`src/rtl/tea_pkg.sv`:
```
// TEA shared definitions: key-schedule constant, FSM states, decipher start sum.
package tea_pkg;

    localparam logic [31:0] TEA_DELTA   = 32'h9e3779b9;
    localparam logic [31:0] TEA_DEC_SUM = 32'hC6EF3720;

    typedef enum logic [2:0] {
        IDLE,
        ADD_DELTA,
        V0_TERMS,
        V0_ADD,
        V1_TERMS,
        V1_ADD,
        DONE
    } tea_state_e;

endpackage

```
`src/rtl/tea_round_f.sv`:
```
// TEA Feistel function: ((v<<4)+ka) ^ (v+sum) ^ ((v>>5)+kb), all mod 2^W.
module tea_round_f
    import tea_pkg::*;
#(
    parameter int unsigned WORD_SIZE = 32
) (
    input  logic [WORD_SIZE-1:0] v_i,
    input  logic [WORD_SIZE-1:0] sum_i,
    input  logic [WORD_SIZE-1:0] ka_i,
    input  logic [WORD_SIZE-1:0] kb_i,
    output logic [WORD_SIZE-1:0] f_o
);

    assign f_o = ((v_i << 4) + ka_i)
               ^ (v_i + sum_i)
               ^ ((v_i >> 5) + kb_i);

endmodule

```
`src/rtl/tea_encipher.sv`:
```
// Multi-cycle TEA encipher. Define TEA_ENC_MERGED_ROUND_EN for the
// 3-cycle round (F computed combinationally) instead of the 5-cycle round.
module tea_encipher
    import tea_pkg::*;
#(
    parameter int unsigned WORD_SIZE    = 32,
    parameter logic [31:0] DELTA        = TEA_DELTA,
    parameter int unsigned ROUND_NUMBER = 32
) (
    input  logic                 clk,
    input  logic                 rst,
    input  logic                 iStart,
    input  logic [WORD_SIZE-1:0] iV0,
    input  logic [WORD_SIZE-1:0] iV1,
    input  logic [WORD_SIZE-1:0] iK0,
    input  logic [WORD_SIZE-1:0] iK1,
    input  logic [WORD_SIZE-1:0] iK2,
    input  logic [WORD_SIZE-1:0] iK3,
    output logic [WORD_SIZE-1:0] oC0,
    output logic [WORD_SIZE-1:0] oC1,
    output logic                 oBusy,
    output logic                 oDone
);

    localparam int unsigned CW = (ROUND_NUMBER > 1) ? $clog2(ROUND_NUMBER) : 1;
    localparam logic [CW-1:0] LAST = CW'(ROUND_NUMBER - 1);
    localparam logic [WORD_SIZE-1:0] DELTA_W = WORD_SIZE'(DELTA);

    tea_state_e state_q;
    logic [WORD_SIZE-1:0] c0_q, c1_q, sum_q;
    logic [WORD_SIZE-1:0] k0_q, k1_q, k2_q, k3_q;
    logic [CW-1:0] cnt_q;
    logic busy_q, done_q;
    logic [WORD_SIZE-1:0] f0, f1;

`ifdef TEA_ENC_MERGED_ROUND_EN
    localparam tea_state_e V0_FIRST = V0_ADD;
    localparam tea_state_e V1_FIRST = V1_ADD;

    tea_round_f #(.WORD_SIZE(WORD_SIZE)) u_f0 (
        .v_i(c1_q), .sum_i(sum_q), .ka_i(k0_q), .kb_i(k1_q), .f_o(f0)
    );
    tea_round_f #(.WORD_SIZE(WORD_SIZE)) u_f1 (
        .v_i(c0_q), .sum_i(sum_q), .ka_i(k2_q), .kb_i(k3_q), .f_o(f1)
    );
`else
    localparam tea_state_e V0_FIRST = V0_TERMS;
    localparam tea_state_e V1_FIRST = V1_TERMS;

    // Terms are registered one cycle ahead; both halves share the aux regs.
    logic [WORD_SIZE-1:0] aux1_q, aux2_q, aux3_q;
    assign f0 = aux1_q ^ aux2_q ^ aux3_q;
    assign f1 = f0;
`endif

    always_ff @(posedge clk or posedge rst) begin
        if (rst) begin
            state_q <= IDLE;
            c0_q    <= '0;
            c1_q    <= '0;
            sum_q   <= '0;
            k0_q    <= '0;
            k1_q    <= '0;
            k2_q    <= '0;
            k3_q    <= '0;
            cnt_q   <= '0;
            busy_q  <= 1'b0;
            done_q  <= 1'b0;
`ifndef TEA_ENC_MERGED_ROUND_EN
            aux1_q  <= '0;
            aux2_q  <= '0;
            aux3_q  <= '0;
`endif
        end else begin
            unique case (state_q)
                IDLE: begin
                    if (iStart) begin
                        c0_q    <= iV0;
                        c1_q    <= iV1;
                        k0_q    <= iK0;
                        k1_q    <= iK1;
                        k2_q    <= iK2;
                        k3_q    <= iK3;
                        sum_q   <= '0;
                        cnt_q   <= '0;
                        done_q  <= 1'b0;
                        busy_q  <= 1'b1;
                        state_q <= ADD_DELTA;
                    end
                end
                ADD_DELTA: begin
                    sum_q   <= sum_q + DELTA_W;
                    state_q <= V0_FIRST;
                end
`ifndef TEA_ENC_MERGED_ROUND_EN
                V0_TERMS: begin
                    aux1_q  <= (c1_q << 4) + k0_q;
                    aux2_q  <= c1_q + sum_q;
                    aux3_q  <= (c1_q >> 5) + k1_q;
                    state_q <= V0_ADD;
                end
                V1_TERMS: begin
                    aux1_q  <= (c0_q << 4) + k2_q;
                    aux2_q  <= c0_q + sum_q;
                    aux3_q  <= (c0_q >> 5) + k3_q;
                    state_q <= V1_ADD;
                end
`endif
                V0_ADD: begin
                    c0_q    <= c0_q + f0;
                    state_q <= V1_FIRST;
                end
                V1_ADD: begin
                    c1_q    <= c1_q + f1;
                    cnt_q   <= cnt_q + CW'(1);
                    state_q <= (cnt_q == LAST) ? DONE : ADD_DELTA;
                end
                DONE: begin
                    done_q <= 1'b1;
                    busy_q <= 1'b0;
                    if (!iStart) state_q <= IDLE;
                end
                default: state_q <= IDLE;
            endcase
        end
    end

    assign oC0   = c0_q;
    assign oC1   = c1_q;
    assign oBusy = busy_q;
    assign oDone = done_q;

endmodule

```
`config.mk`:
```
export PLATFORM = sky130hd
export DESIGN_NAME = tea_encipher
export DESIGN_NICKNAME = d
export VERILOG_FILES = /design/src/rtl/tea_pkg.sv /design/src/rtl/tea_round_f.sv /design/src/rtl/tea_encipher.sv
export SDC_FILE = /design/constraint.sdc
export NUM_CORES = 1
export LEC_CHECK = 0
export ABC_AREA = 1
export CORE_ASPECT_RATIO = 1.5
export CORE_MARGIN = 1.5
export CORE_UTILIZATION = 35
export CTS_BUF_LIST = sky130_fd_sc_hd__clkbuf_8
export CTS_CLUSTER_DIAMETER = 30
export CTS_CLUSTER_SIZE = 20
export DETAILED_ROUTE_END_ITERATION = 10
export PLACE_DENSITY = 0.61
export RECOVER_POWER = 100
export SYNTH_ARGS = -nofsm -noshare
export SYNTH_HDL_FRONTEND = slang
export SYNTH_SLANG_ARGS = --single-unit
export TNS_END_PERCENT = 10
```
`constraint.sdc`:
```
create_clock -name clk -period 14 [get_ports clk]
set_input_delay 2.1 -clock clk [delete_from_list [all_inputs] [get_ports clk]]
set_output_delay 2.1 -clock clk [all_outputs]
set_load 0.05 [all_outputs]
```
==> key figures <==
Setup path
  – Nature of the critical path startpoint: flop
  – Worst path arrival time: 9.35 ns
  – R2R cell count: 9
  – R2R setup slack: 5.32 ns
  – Crit. End Element: flop
  – Crit path launch: state_q[0]
  – WP buf/inv: 3
  – Worst EP required: 14.66 ns
  – Cell mode on critical path: nand2_1
  – Class of the most critical setup path: reg -> reg
  – Worst path slowest cell: nand2_1
  – Critical-path maximum fanout: 62
  – Largest delay contributor family on the critical path: buffers and inverters
  – Largest stage delay on the critical path: 2.54 ns
  – Crit path to: aux1_q[6]
  – Launch point of the worst reg-to-reg path: state_q[0]
  – R2r endpoint: aux1_q[6]
  – Cell Chain, Critical Path: nor2_1, nand2_1, clkbuf_1, nand2_1, inv_2, buf_4, a21oi_1, o21ai_0, nand2_1
  – WP depth: 9

Timing
  – Fin Clk Skew: 0.0522 ns
  – Count of final setup violators: 0
  – Final slew viol count: 723
  – Fin crit period: 8.68 ns
  – Worst setup margin: 5.32 ns
  – Slew @ Worst Pin: 4.96 ns
  – Endpoints failing hold: 0
  – Final period util: 0.620
  – F_max: 0.115 GHz
  – Slew HR: -2.32
  – RSZ-0062 raised after global routing: no
  – Post-route setup TNS: 0 ns

Global route
  – Number of global-route vias before repair: 30500
  – Grt ovf: 0
  – Largest net degree at the start of global routing: 106
  – Initial antenna violation count: 5
  – GRT Overall Usage: 0.304
  – First-pass GRT wire length: 192 mm

Clock tree
  – CTS Sinks: 330
  – CTS resizes: 0
  – Clock Path Buffers: 3
  – Clk slew on worst S/H paths: 0.06 ns
  – Clock latency on the worst-skew pair: 0.81 ns
  – TritonCTS buffer count: 82
  – Root Buffer: clkbuf_8
  – CTS tree: built
  – Postcts setup bufs: 0
  – CTS Hold Bufs: 0
  – H-tree depth: 3

Yosys
  – Adder-cell area share of the yosys netlist: 0.0950
  – Cells after Synth: 4838
  – Top FF cell, synth: dfrtp_1
  – Synth unique cells: 49
  – Most common cell in the synthesized netlist: nand2_1
  – Asr flop ratio synth: 1.00
  – Area share of the largest cell type after synthesis: 0.280
  – Synth Warn #: 0
  – Post-Syn Area per Cell: 6.10 µm²
  – Simple-gate portion of the synthesized area: 0.382
  – Mapped Area: 0.0295 mm²
  – Seq/Total Area, Yosys: 0.280
  – Number of synthesized flops with an enable pin: 0
  – Mapped Nets: 5253
  – Leading area contributor after synthesis: dfrtp_1
  – Post-synthesis compound-gate area fraction: 0.108
  – Synth cell count leaders: nand2_1, inv_1, nor2_1
  – Synth Area in XOR/XNOR: 0.0335
  – Main combinational cell family by area after synthesis: simple AND/OR/NAND/NOR gates
  – Flops & latches, synth: 330
  – Synth top area cells: dfrtp_1, nand2_1, ha_1, inv_1, nand3_1
  – Mux cell area share after synthesis: 0.000339

Placed design
  – Port bufs: 260
  – Post-DP HPWL: 105 mm
  – Final estimated routing congestion in global placement: 0.987
  – Pre-CTS setup slack: 9.10 ns

Route
  – 1st-iter DRT viols: 2498
  – Via density: 5.02
  – Final wirelength: 131 mm
  – Pre-antenna DRT Iters: 7
  – DR vias: 31700
  – DRC viols: 0
  – ANT nets after route: 0
  – Wirelength per Cell: 20.7 µm

Run status
  – Status: finished, violations left
  – Failing checks: max-capacitance violations, max-slew violations

Die
  – Rows: 130
  – Die X: 240 µm
  – I/O Pins: 261
  – Starting Density: 0.353
  – Total core area: 0.0836 mm²
  – DIE AREA: 0.0862 mm²
  – Chip height: 359 µm

Hold path
  – Worst hold path class: reg -> reg

Run
  – Max-cap violation count: 10

Final layout
  – Layout cell share with drive strength beyond 1: 0.0391
  – Layout Nets: 5539
  – Util after Layout: 0.425
  – Synth-to-layout area growth: 20.3%
-- worst min path at each step --
stage / from / end / slack, ns / cells after the start
final: oDone / oDone / 0.48 / 1
after global routing: k2_q[23] / k2_q[23] / 0.50 / 2
after CTS: k2_q[23] / k2_q[23] / 0.49 / 2
after detailed placement: k2_q[23] / k2_q[23] / 0.47 / 2
after global placement: k1_q[25] / k1_q[25] / 0.47 / 2
after floorplan: k2_q[0] / k2_q[0] / 0.44 / 2
-- stage by stage --
step           area, µm²  cells  hold WS [ns]
6_report           35500   6315         0.481
5_1_grt            35500   6315         0.504
3_3_place_gp       33400   6162         0.468
3_5_place_dp       33400   6162         0.471
4_1_cts            35600   6314         0.488
2_1_floorplan      29500   4838         0.444
-- layout by cell type (no fill, tap or decap), types with 5 or more instances in the layout --
cell / netlist / layout
a21o_1: 8 / 8
o21bai_1: 24 / 24
clkdlybuf4s50_1: 0 / 192
nand3b_1: 26 / 26
o21a_1: 13 / 13
xnor2_1: 45 / 45
a21oi_1: 260 / 260
inv_2: 9 / 6
o21ai_0: 223 / 225
and2_1: 8 / 8
a22oi_1: 5 / 5
bufinv_16: 0 / 18
dfrtp_1: 330 / 330
or2_2: 7 / 7
clkbuf_8: 0 / 90
nand3_1: 343 / 343
inv_6: 0 / 9
nand4_1: 33 / 33
buf_4: 5 / 35
fa_1: 7 / 7
a31oi_1: 28 / 28
nor2_1: 390 / 390
ha_1: 213 / 213
clkbuf_1: 31 / 6
xor2_1: 68 / 68
inv_8: 0 / 5
o211ai_1: 9 / 9
clkinv_2: 0 / 7
nor3_1: 31 / 31
clkinvlp_4: 0 / 10
dlygate4sd3_1: 0 / 68
nand2_1: 1961 / 1963
inv_1: 666 / 671
clkinv_8: 0 / 6
-- area by class of cell --
class	instances	area, µm²
Sequential cell	330	8260
Clock buffer	90	1240
Inverter	675	2540
Antenna cell	1	2.50
Multi-Input combinational cell	3734	18300
Clock inverter	62	925
Tap cell	1122	1400
Timing Repair Buffer	301	2890
Fill cell	9077	48100
-- cells by family (layout without fill, tap and decap cells) --
kind of cell / after synthesis / after routing
simple gates: 2809 / 2809
fa+ha+maj: 220 / 220
compound gates: 591 / 591
xor+xnor: 113 / 113
mux: 1 / 1
buf+inv: 774 / 1128
flops: 330 / 330
other cells: 0 / 1
-- routing by layer --
metal / GRT usage / vias up / share of wire
met5: 0 / - / 0.00011
met4: 0.175 / 2 / 0.061
met3: 0.0438 / 286 / 0.054
met2: 0.521 / 982 / 0.48
met1: 0.362 / 14600 / 0.40
li1: - / 15900 / -
Power is left out: the tool's default activity adds up to more than one toggle a clock period on the data nets, which glitch-free logic cannot reach.
